--- src/rtl/state_pkg.sv ---
// state_pkg: screen encoding shared by the game sequencer and the screen-select mux
package state_pkg;
  typedef enum logic [1:0] {
    START   = 2'd0,
    LEVEL_1 = 2'd1,
    FINISH  = 2'd2
  } g_state;
endpackage

--- src/rtl/game_state_ctl_if.sv ---
// game_state_ctl_if: mouse/player/frame inputs and screen outputs of the game sequencer
// master drives mouse_*, xpos_*/ypos_*, vblnk and reads game_state/level_init; slave is the sequencer side
interface game_state_ctl_if;
  logic                 mouse_left;
  logic                 mouse_right;
  logic [11:0]          xpos_mouse;
  logic [11:0]          ypos_mouse;
  logic [11:0]          xpos_player1;
  logic [11:0]          ypos_player1;
  logic [11:0]          xpos_player2;
  logic [11:0]          ypos_player2;
  logic                 vblnk;
  state_pkg::g_state    game_state;
  logic                 level_init;
  modport master (
    output mouse_left, mouse_right, xpos_mouse, ypos_mouse,
    output xpos_player1, ypos_player1, xpos_player2, ypos_player2, vblnk,
    input  game_state, level_init
  );
  modport slave (
    input  mouse_left, mouse_right, xpos_mouse, ypos_mouse,
    input  xpos_player1, ypos_player1, xpos_player2, ypos_player2, vblnk,
    output game_state, level_init
  );
endinterface

--- src/rtl/game_state_ctl.sv ---
// game_state_ctl: START/LEVEL_1/FINISH sequencer that switches screens only on vblnk rising edges
// Ports: clk_40 pixel clock, rst sync active-high reset, io (game_state_ctl_if.slave):
//   mouse_left/mouse_right buttons, xpos/ypos of mouse and both players, vblnk frame blank,
//   game_state current screen, level_init one-cycle pulse when LEVEL_1 is entered.
// Optional: define GAME_ESC_EN to let a mouse_right click in LEVEL_1 abort back to START.
module game_state_ctl
  import state_pkg::*;
#(
  parameter int unsigned START_BTN_X     = 352,
  parameter int unsigned START_BTN_Y     = 280,
  parameter int unsigned START_BTN_W     = 96,
  parameter int unsigned START_BTN_H     = 40,
  parameter int unsigned EXIT_X          = 700,
  parameter int unsigned EXIT_Y          = 500,
  parameter int unsigned EXIT_W          = 100,
  parameter int unsigned EXIT_H          = 100,
  parameter int unsigned WIN_HOLD_FRAMES = 30,
  parameter int unsigned FINISH_FRAMES   = 300
) (
  input  logic             clk_40,
  input  logic             rst,
  game_state_ctl_if.slave  io
);
  localparam int WW = $clog2(WIN_HOLD_FRAMES + 1);
  localparam int FW = $clog2(FINISH_FRAMES + 1);
  localparam logic [WW-1:0] WIN_MAX = WW'(WIN_HOLD_FRAMES);
  localparam logic [FW-1:0] FIN_MAX = FW'(FINISH_FRAMES);
  function automatic logic in_box(input logic [11:0] x, input logic [11:0] y,
                                  input int unsigned bx, input int unsigned by,
                                  input int unsigned bw, input int unsigned bh);
    logic [12:0] xe, ye;
    xe = {1'b0, x};
    ye = {1'b0, y};
    return (xe >= 13'(bx)) && (xe < 13'(bx + bw)) && (ye >= 13'(by)) && (ye < 13'(by + bh));
  endfunction
  g_state        state_q, state_d, target;
  logic          pending_q, pending_d;
  logic          level_init_q, level_init_d;
  logic          mouse_left_q, vblnk_q;
  logic [WW-1:0] win_cnt_q, win_cnt_d, win_nxt;
  logic [FW-1:0] fin_cnt_q, fin_cnt_d, fin_nxt;
  logic          click, frame_edge, in_start, both_in, abort, evt, req_next;
  assign click      = io.mouse_left & ~mouse_left_q;
  assign frame_edge = io.vblnk & ~vblnk_q;
  assign in_start   = in_box(io.xpos_mouse, io.ypos_mouse, START_BTN_X, START_BTN_Y, START_BTN_W, START_BTN_H);
  assign both_in    = in_box(io.xpos_player1, io.ypos_player1, EXIT_X, EXIT_Y, EXIT_W, EXIT_H) &
                      in_box(io.xpos_player2, io.ypos_player2, EXIT_X, EXIT_Y, EXIT_W, EXIT_H);
  assign win_nxt    = both_in ? ((win_cnt_q == WIN_MAX) ? WIN_MAX : win_cnt_q + 1'b1) : '0;
  assign fin_nxt    = (fin_cnt_q == FIN_MAX) ? FIN_MAX : fin_cnt_q + 1'b1;
`ifdef GAME_ESC_EN
  logic mouse_right_q;
  always_ff @(posedge clk_40) mouse_right_q <= rst ? 1'b0 : io.mouse_right;
  assign abort = io.mouse_right & ~mouse_right_q;
`else
  logic unused_mouse_right;
  assign unused_mouse_right = io.mouse_right;
  assign abort = 1'b0;
`endif
  always_comb begin
    state_d      = state_q;
    win_cnt_d    = win_cnt_q;
    fin_cnt_d    = fin_cnt_q;
    level_init_d = 1'b0;
    evt          = 1'b0;
    target       = START;
    case (state_q)
      START: begin
        evt    = click & in_start;
        target = LEVEL_1;
      end
      LEVEL_1: begin
        win_cnt_d = frame_edge ? win_nxt : win_cnt_q;
        evt       = (frame_edge & (win_nxt == WIN_MAX)) | abort;
        // win events only arise on a frame edge, so a held request here can only be an abort
        target    = (abort | pending_q) ? START : FINISH;
      end
      FINISH: begin
        fin_cnt_d = frame_edge ? fin_nxt : fin_cnt_q;
        evt       = click | (frame_edge & (fin_nxt == FIN_MAX));
        target    = START;
      end
      default: state_d = START;
    endcase
    req_next  = pending_q | evt;
    pending_d = req_next & ~frame_edge;
    if (frame_edge & req_next) begin
      state_d      = target;
      win_cnt_d    = '0;
      fin_cnt_d    = '0;
      level_init_d = (target == LEVEL_1);
    end
  end
  always_ff @(posedge clk_40) begin
    if (rst) begin
      state_q      <= START;
      pending_q    <= 1'b0;
      level_init_q <= 1'b0;
      win_cnt_q    <= '0;
      fin_cnt_q    <= '0;
      mouse_left_q <= 1'b0;
      vblnk_q      <= 1'b0;
    end else begin
      state_q      <= state_d;
      pending_q    <= pending_d;
      level_init_q <= level_init_d;
      win_cnt_q    <= win_cnt_d;
      fin_cnt_q    <= fin_cnt_d;
      mouse_left_q <= io.mouse_left;
      vblnk_q      <= io.vblnk;
    end
  end
  assign io.game_state = state_q;
  assign io.level_init = level_init_q;
endmodule

--- src/flat_wrapper.sv ---
// flat-port wrapper written by rule: the top's interface ports become plain ports
module game_state_ctl_flat import state_pkg::*;
#(
  parameter int unsigned START_BTN_X     = 352,
  parameter int unsigned START_BTN_Y     = 280,
  parameter int unsigned START_BTN_W     = 96,
  parameter int unsigned START_BTN_H     = 40,
  parameter int unsigned EXIT_X          = 700,
  parameter int unsigned EXIT_Y          = 500,
  parameter int unsigned EXIT_W          = 100,
  parameter int unsigned EXIT_H          = 100,
  parameter int unsigned WIN_HOLD_FRAMES = 30,
  parameter int unsigned FINISH_FRAMES   = 300
)
  (clk_40, rst, io_mouse_left, io_mouse_right, io_xpos_mouse, io_ypos_mouse, io_xpos_player1, io_ypos_player1, io_xpos_player2, io_ypos_player2, io_vblnk, io_game_state, io_level_init);
  game_state_ctl_if io_i ();
  input  logic clk_40;
  input  logic rst;
  input wire logic [$bits(io_i.mouse_left)-1:0] io_mouse_left;
  input wire logic [$bits(io_i.mouse_right)-1:0] io_mouse_right;
  input wire logic [$bits(io_i.xpos_mouse)-1:0] io_xpos_mouse;
  input wire logic [$bits(io_i.ypos_mouse)-1:0] io_ypos_mouse;
  input wire logic [$bits(io_i.xpos_player1)-1:0] io_xpos_player1;
  input wire logic [$bits(io_i.ypos_player1)-1:0] io_ypos_player1;
  input wire logic [$bits(io_i.xpos_player2)-1:0] io_xpos_player2;
  input wire logic [$bits(io_i.ypos_player2)-1:0] io_ypos_player2;
  input wire logic [$bits(io_i.vblnk)-1:0] io_vblnk;
  output wire logic [$bits(io_i.game_state)-1:0] io_game_state;
  output wire logic [$bits(io_i.level_init)-1:0] io_level_init;
  assign io_i.mouse_left = io_mouse_left;
  assign io_i.mouse_right = io_mouse_right;
  assign io_i.xpos_mouse = io_xpos_mouse;
  assign io_i.ypos_mouse = io_ypos_mouse;
  assign io_i.xpos_player1 = io_xpos_player1;
  assign io_i.ypos_player1 = io_ypos_player1;
  assign io_i.xpos_player2 = io_xpos_player2;
  assign io_i.ypos_player2 = io_ypos_player2;
  assign io_i.vblnk = io_vblnk;
  assign io_game_state = io_i.game_state;
  assign io_level_init = io_i.level_init;
  game_state_ctl #(.START_BTN_X(START_BTN_X), .START_BTN_Y(START_BTN_Y), .START_BTN_W(START_BTN_W), .START_BTN_H(START_BTN_H), .EXIT_X(EXIT_X), .EXIT_Y(EXIT_Y), .EXIT_W(EXIT_W), .EXIT_H(EXIT_H), .WIN_HOLD_FRAMES(WIN_HOLD_FRAMES), .FINISH_FRAMES(FINISH_FRAMES)) u_core (.clk_40(clk_40), .rst(rst), .io(io_i));
endmodule
--- config.mk ---
export PLATFORM = sky130hd
export DESIGN_NAME = game_state_ctl_flat
export DESIGN_NICKNAME = d
export VERILOG_FILES = /design/src/rtl/state_pkg.sv /design/src/rtl/game_state_ctl_if.sv /design/src/rtl/game_state_ctl.sv /design/src/flat_wrapper.sv
export SDC_FILE = /design/constraint.sdc
export NUM_CORES = 1
export LEC_CHECK = 0
export ABC_AREA = 1
export BUFFER_PORTS_ARGS = -buffer_cell sky130_fd_sc_hd__buf_2
export CAP_MARGIN = 10
export CORE_ASPECT_RATIO = 0.75
export CORE_UTILIZATION = 43
export DETAILED_ROUTE_END_ITERATION = 7
export PLACE_DENSITY = 0.75
export REMOVE_ABC_BUFFERS = 1
export SETUP_SLACK_MARGIN = 0.3
export SLEW_MARGIN = 40
export SYNTH_ARGS = -nofsm -noshare
export SYNTH_HDL_FRONTEND = slang
export SYNTH_SLANG_ARGS = --single-unit
--- constraint.sdc ---
create_clock -name clk_40 -period 4.5 [get_ports clk_40]
set_input_delay 0.225 -clock clk_40 [delete_from_list [all_inputs] [get_ports clk_40]]
set_output_delay 0.225 -clock clk_40 [all_outputs]
set_load 0.01 [all_outputs]
# Word-level counts from Yosys, hierarchy flattened

Cells that the tools add are included.

$add $sub $neg: 2
$lt $le $gt $ge: 12
Eq/ne operators: 8
Multiplexer cells: 8
Bitwise logic cells: 14
Reductions and logical operators: 15

Operators by type and width:

| cell                   | number |
|---|---|
| $ge A12 B9 Y1 const B  | 4 |
| $lt A12 B10 Y1 const B | 4 |
| $ge A12 B10 Y1 const B | 2 |
| $lt A12 B9 Y1 const B  | 2 |
| $eq A9 B9 Y1 const B   | 2 |
| $eq A5 B5 Y1 const B   | 2 |
| $mux W5                | 2 |
| $add A9 B1 Y9 const B  | 1 |
| $logic_and A1 B1 Y1    | 9 |
| $mux W9                | 1 |
| $and A1 B1 Y1          | 8 |
| $mux W2                | 3 |
| $add A5 B1 Y5 const B  | 1 |
| $eq A2 B1 Y1 const B   | 2 |
| $not A1 Y1             | 4 |
| $pmux W2 S2            | 1 |
| $reduce_and A2 Y1      | 2 |
| $reduce_or A2 Y1       | 2 |
| $pmux W1 S3            | 1 |
| $reduce_or A3 Y1       | 1 |
| $eq A2 B2 Y1 const B   | 1 |
| $logic_not A2 Y1       | 1 |
| $ne A2 B1 Y1 const B   | 1 |
| $or A1 B1 Y1           | 2 |

Bits in registers: 20
Output and inout port bits: 3

# Logic depth before layout (Yosys ltp)

Word-level depth: 13
Mapped depth: 16
Mapped depth without buffers: 15

# Worst setup path before layout

No wires, ideal clock.

Path type: register to register
Start point: reg u_core.fin_cnt_q[0]
End point: reg u_core.fin_cnt_q[4]
Setup time: 0.124 ns
Arrival: 1.705 ns
Slack: 2.671 ns
Stages on the path, launching flop included: 16
Clock period less this slack: 1.829 ns
Path through: dfxtp_1 ha_1 nand3_2 nor2_4 nor2_1 nor2_2 nand3_1 nor2_1 nand2_1 nand2_1 nand2_2 nand4_4 nand2_4 nand2_4 buf_12 nor2_4

Longest elaborated chain between the ends: 9
Elaborated cells between the ends (all ways): 10

Ends and longest elaborated chain:

| item                                                 | RTL line              | text |
|---|---|---|
| start: declaration                                   | game_state_ctl.sv:41  | `logic [FW-1:0] fin_cnt_q, fin_cnt_d, fin_nxt;` |
| start signal: assignment                             | game_state_ctl.sv:107 | `fin_cnt_q <= fin_cnt_d;` |
| $add A9 B1 Y9 / $eq A9 B9 Y1 (equally long branches) | game_state_ctl.sv:49  | `assign fin_nxt = (fin_cnt_q == FIN_MAX) ? FIN_MAX : fin_cnt_q + 1'b1;` |
| $mux W9 (*)                                          | game_state_ctl.sv:49  |  |
| $eq A9 B9 Y1                                         | game_state_ctl.sv:79  | `evt = click \| (frame_edge & (fin_nxt == FIN_MAX));` |
| $and A1 B1 Y1                                        | game_state_ctl.sv:79  |  |
| $or A1 B1 Y1                                         | game_state_ctl.sv:79  |  |
| $pmux W1 S3                                          | game_state_ctl.sv:66  | `case (state_q)` |
| $or A1 B1 Y1                                         | game_state_ctl.sv:84  | `req_next = pending_q \| evt;` |
| $and A1 B1 Y1                                        | game_state_ctl.sv:86  | `if (frame_edge & req_next) begin` |
| $reduce_or A2 Y1 (no source line)                    | --                    |  |

Mark *: on every way between the ends. The rest lies on a longest branch, timed or not.
A chain may end at the register's enable or synchronous reset.

# Worst setup path after layout

Start point: reg u_core.fin_cnt_q[0]
End point: reg u_core.fin_cnt_q[2]

The elaborated chain is that of the path after synthesis.

==> metrics.yaml <==
outcome: "finished, final reports clean"
initial_core_util_pct: 44.77
hold_buffers: 0
place_congestion: 0.8392
setup_violations: 0
synth_seq_cells: 20
r2r_slack_ns: 2.39
vdd_drop_max_mv: 0.1552
drv_cap: 0
synth_area_per_cell_sq_um: 6.403
cp_slowest_cell: "dfxtp_1"
gr-total-overflow: 0
worst_pin_slew_ns: 0.3564
netlist_top_cells_area: "dfxtp_1 (24%), nand2_1 (15%), inv_1 (9.2%)"
drc: 0
crit_required_ns: 4.64
yosysSeqAreaShare_pct: 24.43
drive_gt1_share_pct: 28.21
netlist_area_sq_mm: 0.001639
final-hold-violation-count: 0
wl_per_cell_microns: 9.426
synth_edf_count: 0
setup_tns_ns: 0
rr_worst_depth: 14
synth_top_flop_cell: "dfxtp_1"
cp_num_buf_inv: 0
fmax_mhz: 472.9
p_seq_share_pct: 48.1
cts_setup_buffers: 0
die-area_sq_mm: 0.004065
power_frac_comb_pct: 14.7
fin_crit_sh_pct: 46.99
pre_cts_ws_ns: 2.403
routed-via-count: 1724
crit_path_start_kind: "register"
worstPathArrival_ns: 2.26
r2r-start: "u_core.fin_cnt_q[0]"
fillers: 368
maxSlewHeadroom_pct: 76.10
antenna_found_initial: 0
grt_max_degree: 15
cts_buffer_depth: 2
cts_root_buf: "clkbuf_8"
swShare_pct: 23.63
drtIter0Drc: 45
dieWidth_microns: 73.29
grtUsageMet1_pct: 25.91
rsz0062_at_grt: "no"
routed_wl_microns: 3497
ys_types: 30
row_count: 19
yosysWarnings: 0
p_int_mw: 0.2831
reg2reg_to: "u_core.fin_cnt_q[2]"
min_to: "u_core.mouse_left_q"
drt_pre_antenna_iters: 4
hold_start: "rst"
ant_nets: 0
antenna-diode-count: 0
clock_sinks: 20
synth_top_area_cell: "dfxtp_1"
cp_top_family: "simple AND/OR/NAND/NOR gates"
crit_path_frequent_cell: "nor2_1"
path_clk_slew_ns: 0.07
slowest_delay_ns: 0.42
yosys-top-cells-count: "nand2_1 (64), inv_1 (40), nor2_1 (38)"
cts_tree: "done"
synthArstFlopShare_pct: 0
period_minus_slack_ns: 2.115
synth_cells: 256
port_buffers: 62
crit_fanout: 14
p_sw_mw: 0.08760
p_per_area_mw_per_mm2: 181.9
clock_skew_ns: 0.003603
fin_nets: 401
grt_pass1_vias: 1723
cp-end-kind: "register"
post-synth-top-count-cell: "nand2_1"
htreeDepth: 1
min_path_cells: 2
synth.top_cell.area_share_pct: 24.43
io_pins: 80
core-area_sq_mm: 0.003661
path_cells: "ha_1 -> nand3_2 -> nor2_4 -> nor2_1 -> nor2_2 -> nand3_1 -> nor2_1 -> nand2_1 -> nand2_1 -> nand2_2 -> nand4_4 -> nand2_4 -> nand2_4 -> nor2_1"
drv_slew: 0
grt_pass1_wl_microns: 6741
syn2layout_area_growth_pct: 24.35
clkPwrFrac_pct: 37.2
finalWorstSetupSlack_ns: 2.385
met3_usage_pct: 4.015
grt_most_used_layer: "met2"
numCtsBuffers: 3
track_usage_pct: 20.76
worstSkewPairLatency_ns: 0.26
fp.dieH_microns: 55.47
viasPerCell: 4.647
critPathKind: "reg -> reg"
power.leakage_nw: 1.029
cts-resized-gates: 0
met2_usage_pct: 36.64
dp_hpwl_microns: 2897
hold_path.class: "in -> reg"
logic make-up after synthesis:
kind of cell | Yosys count | share of synthesized area (%)
and+or+nand+nor | 161 | 51.53
buffers and inverters | 44 | 11.30
AOI/OAI and AO/OA | 25 | 8.626
DFF | 20 | 24.43
adders and majority gates | 4 | 3.054
xor gates and xnor gates | 2 | 1.069
layer usage:
layer,part of all wire (%),routed length (microns),vias up
met1,48,1691,749
met4,0.77,27,0
met2,47,1635,31
li1,-,-,939
met3,4.1,142,5
met5,0,0,-
power groups by stage:
stage               logic [mW]  registers, mW  clock network (mW)
floorplan               0.0236          0.182                   0
global placement        0.0539          0.182                   0
detailed placement      0.0548          0.182                   0
CTS                     0.0550          0.178               0.144
global route            0.0632          0.178               0.148
finish                  0.0544          0.178               0.138
cell type report:
| class | count | area (sq um) | area share (%) |
|---|---|---|---|
| multi-input cells | 192 | 1054 | 51.69 |
| flip-flops and latches | 20 | 400.4 | 19.64 |
| repair buffers | 62 | 310.3 | 15.22 |
| inverters | 41 | 153.9 | 7.551 |
| well taps | 52 | 65.06 | 3.192 |
| clock buffers | 4 | 55.05 | 2.701 |
metrics by stage:
stage	cell area [sq um]	instances	utilization [%]	total power, mW	hold WS, ns
6_report	2038	371	55.67	0.3707	0.1369
4_1_cts	2038	371	55.67	0.3771	0.1307
3_5_place_dp	1983	367	54.17	0.2372	0.4162
5_1_grt	2038	371	55.67	0.3899	0.1477
3_3_place_gp	1983	367	54.17	0.2362	0.4168
2_1_floorplan	1608	253	-	0.2059	0.2971
sequential cells by signal (all words and copies together), names as in the netlist:
register and cells:
u_core.vblnk_q 1, u_core.io.game_state 2, u_core.pending_q 1, u_core.mouse_left_q 1, u_core.io.level_init 1, u_core.win_cnt_q 5
u_core.fin_cnt_q 9
cell usage in the layout (no fill, tap or decap), types with 2 or more instances in the layout:
cell type,n
nand4_4,2
ha_1,4
nand3_2,3
inv_1,40
nand2_1,64
nor2_4,12
o21ai_1,4
clkbuf_8,4
dfxtp_1,20
nor2_2,4
nand2_4,2
buf_2,62
nor3_1,2
nand3b_1,3
o21ai_0,14
nand4_1,11
o21bai_1,3
nand3_1,16
a21o_1,2
nor2_1,38
worst reg2reg max path, stage by stage, from the launching register on:
cell	delay, ns
dfxtp_1	0.42
ha_1	0.25
nand3_2	0.13
nor2_4	0.12
nor2_1	0.05
nor2_2	0.11
nand3_1	0.08
nor2_1	0.09
nand2_1	0.07
nand2_1	0.07
nand2_2	0.07
nand4_4	0.11
nand2_4	0.07
nand2_4	0.28
nor2_1	0.08
worst max path at each step:
stage / start / to / cells past startpoint / slack, ns
after floorplan: u_core.fin_cnt_q[0] / u_core.fin_cnt_q[0] / 14 / 2.64
final: u_core.fin_cnt_q[0] / u_core.fin_cnt_q[2] / 14 / 2.39
after detailed placement: u_core.fin_cnt_q[0] / u_core.fin_cnt_q[2] / 14 / 2.40
after global routing: u_core.fin_cnt_q[0] / u_core.fin_cnt_q[2] / 15 / 2.10
after global placement: u_core.fin_cnt_q[0] / u_core.fin_cnt_q[3] / 14 / 2.42
after CTS: u_core.fin_cnt_q[0] / u_core.fin_cnt_q[2] / 14 / 2.39
No activity file was read; power rests on OpenSTA's default activity.
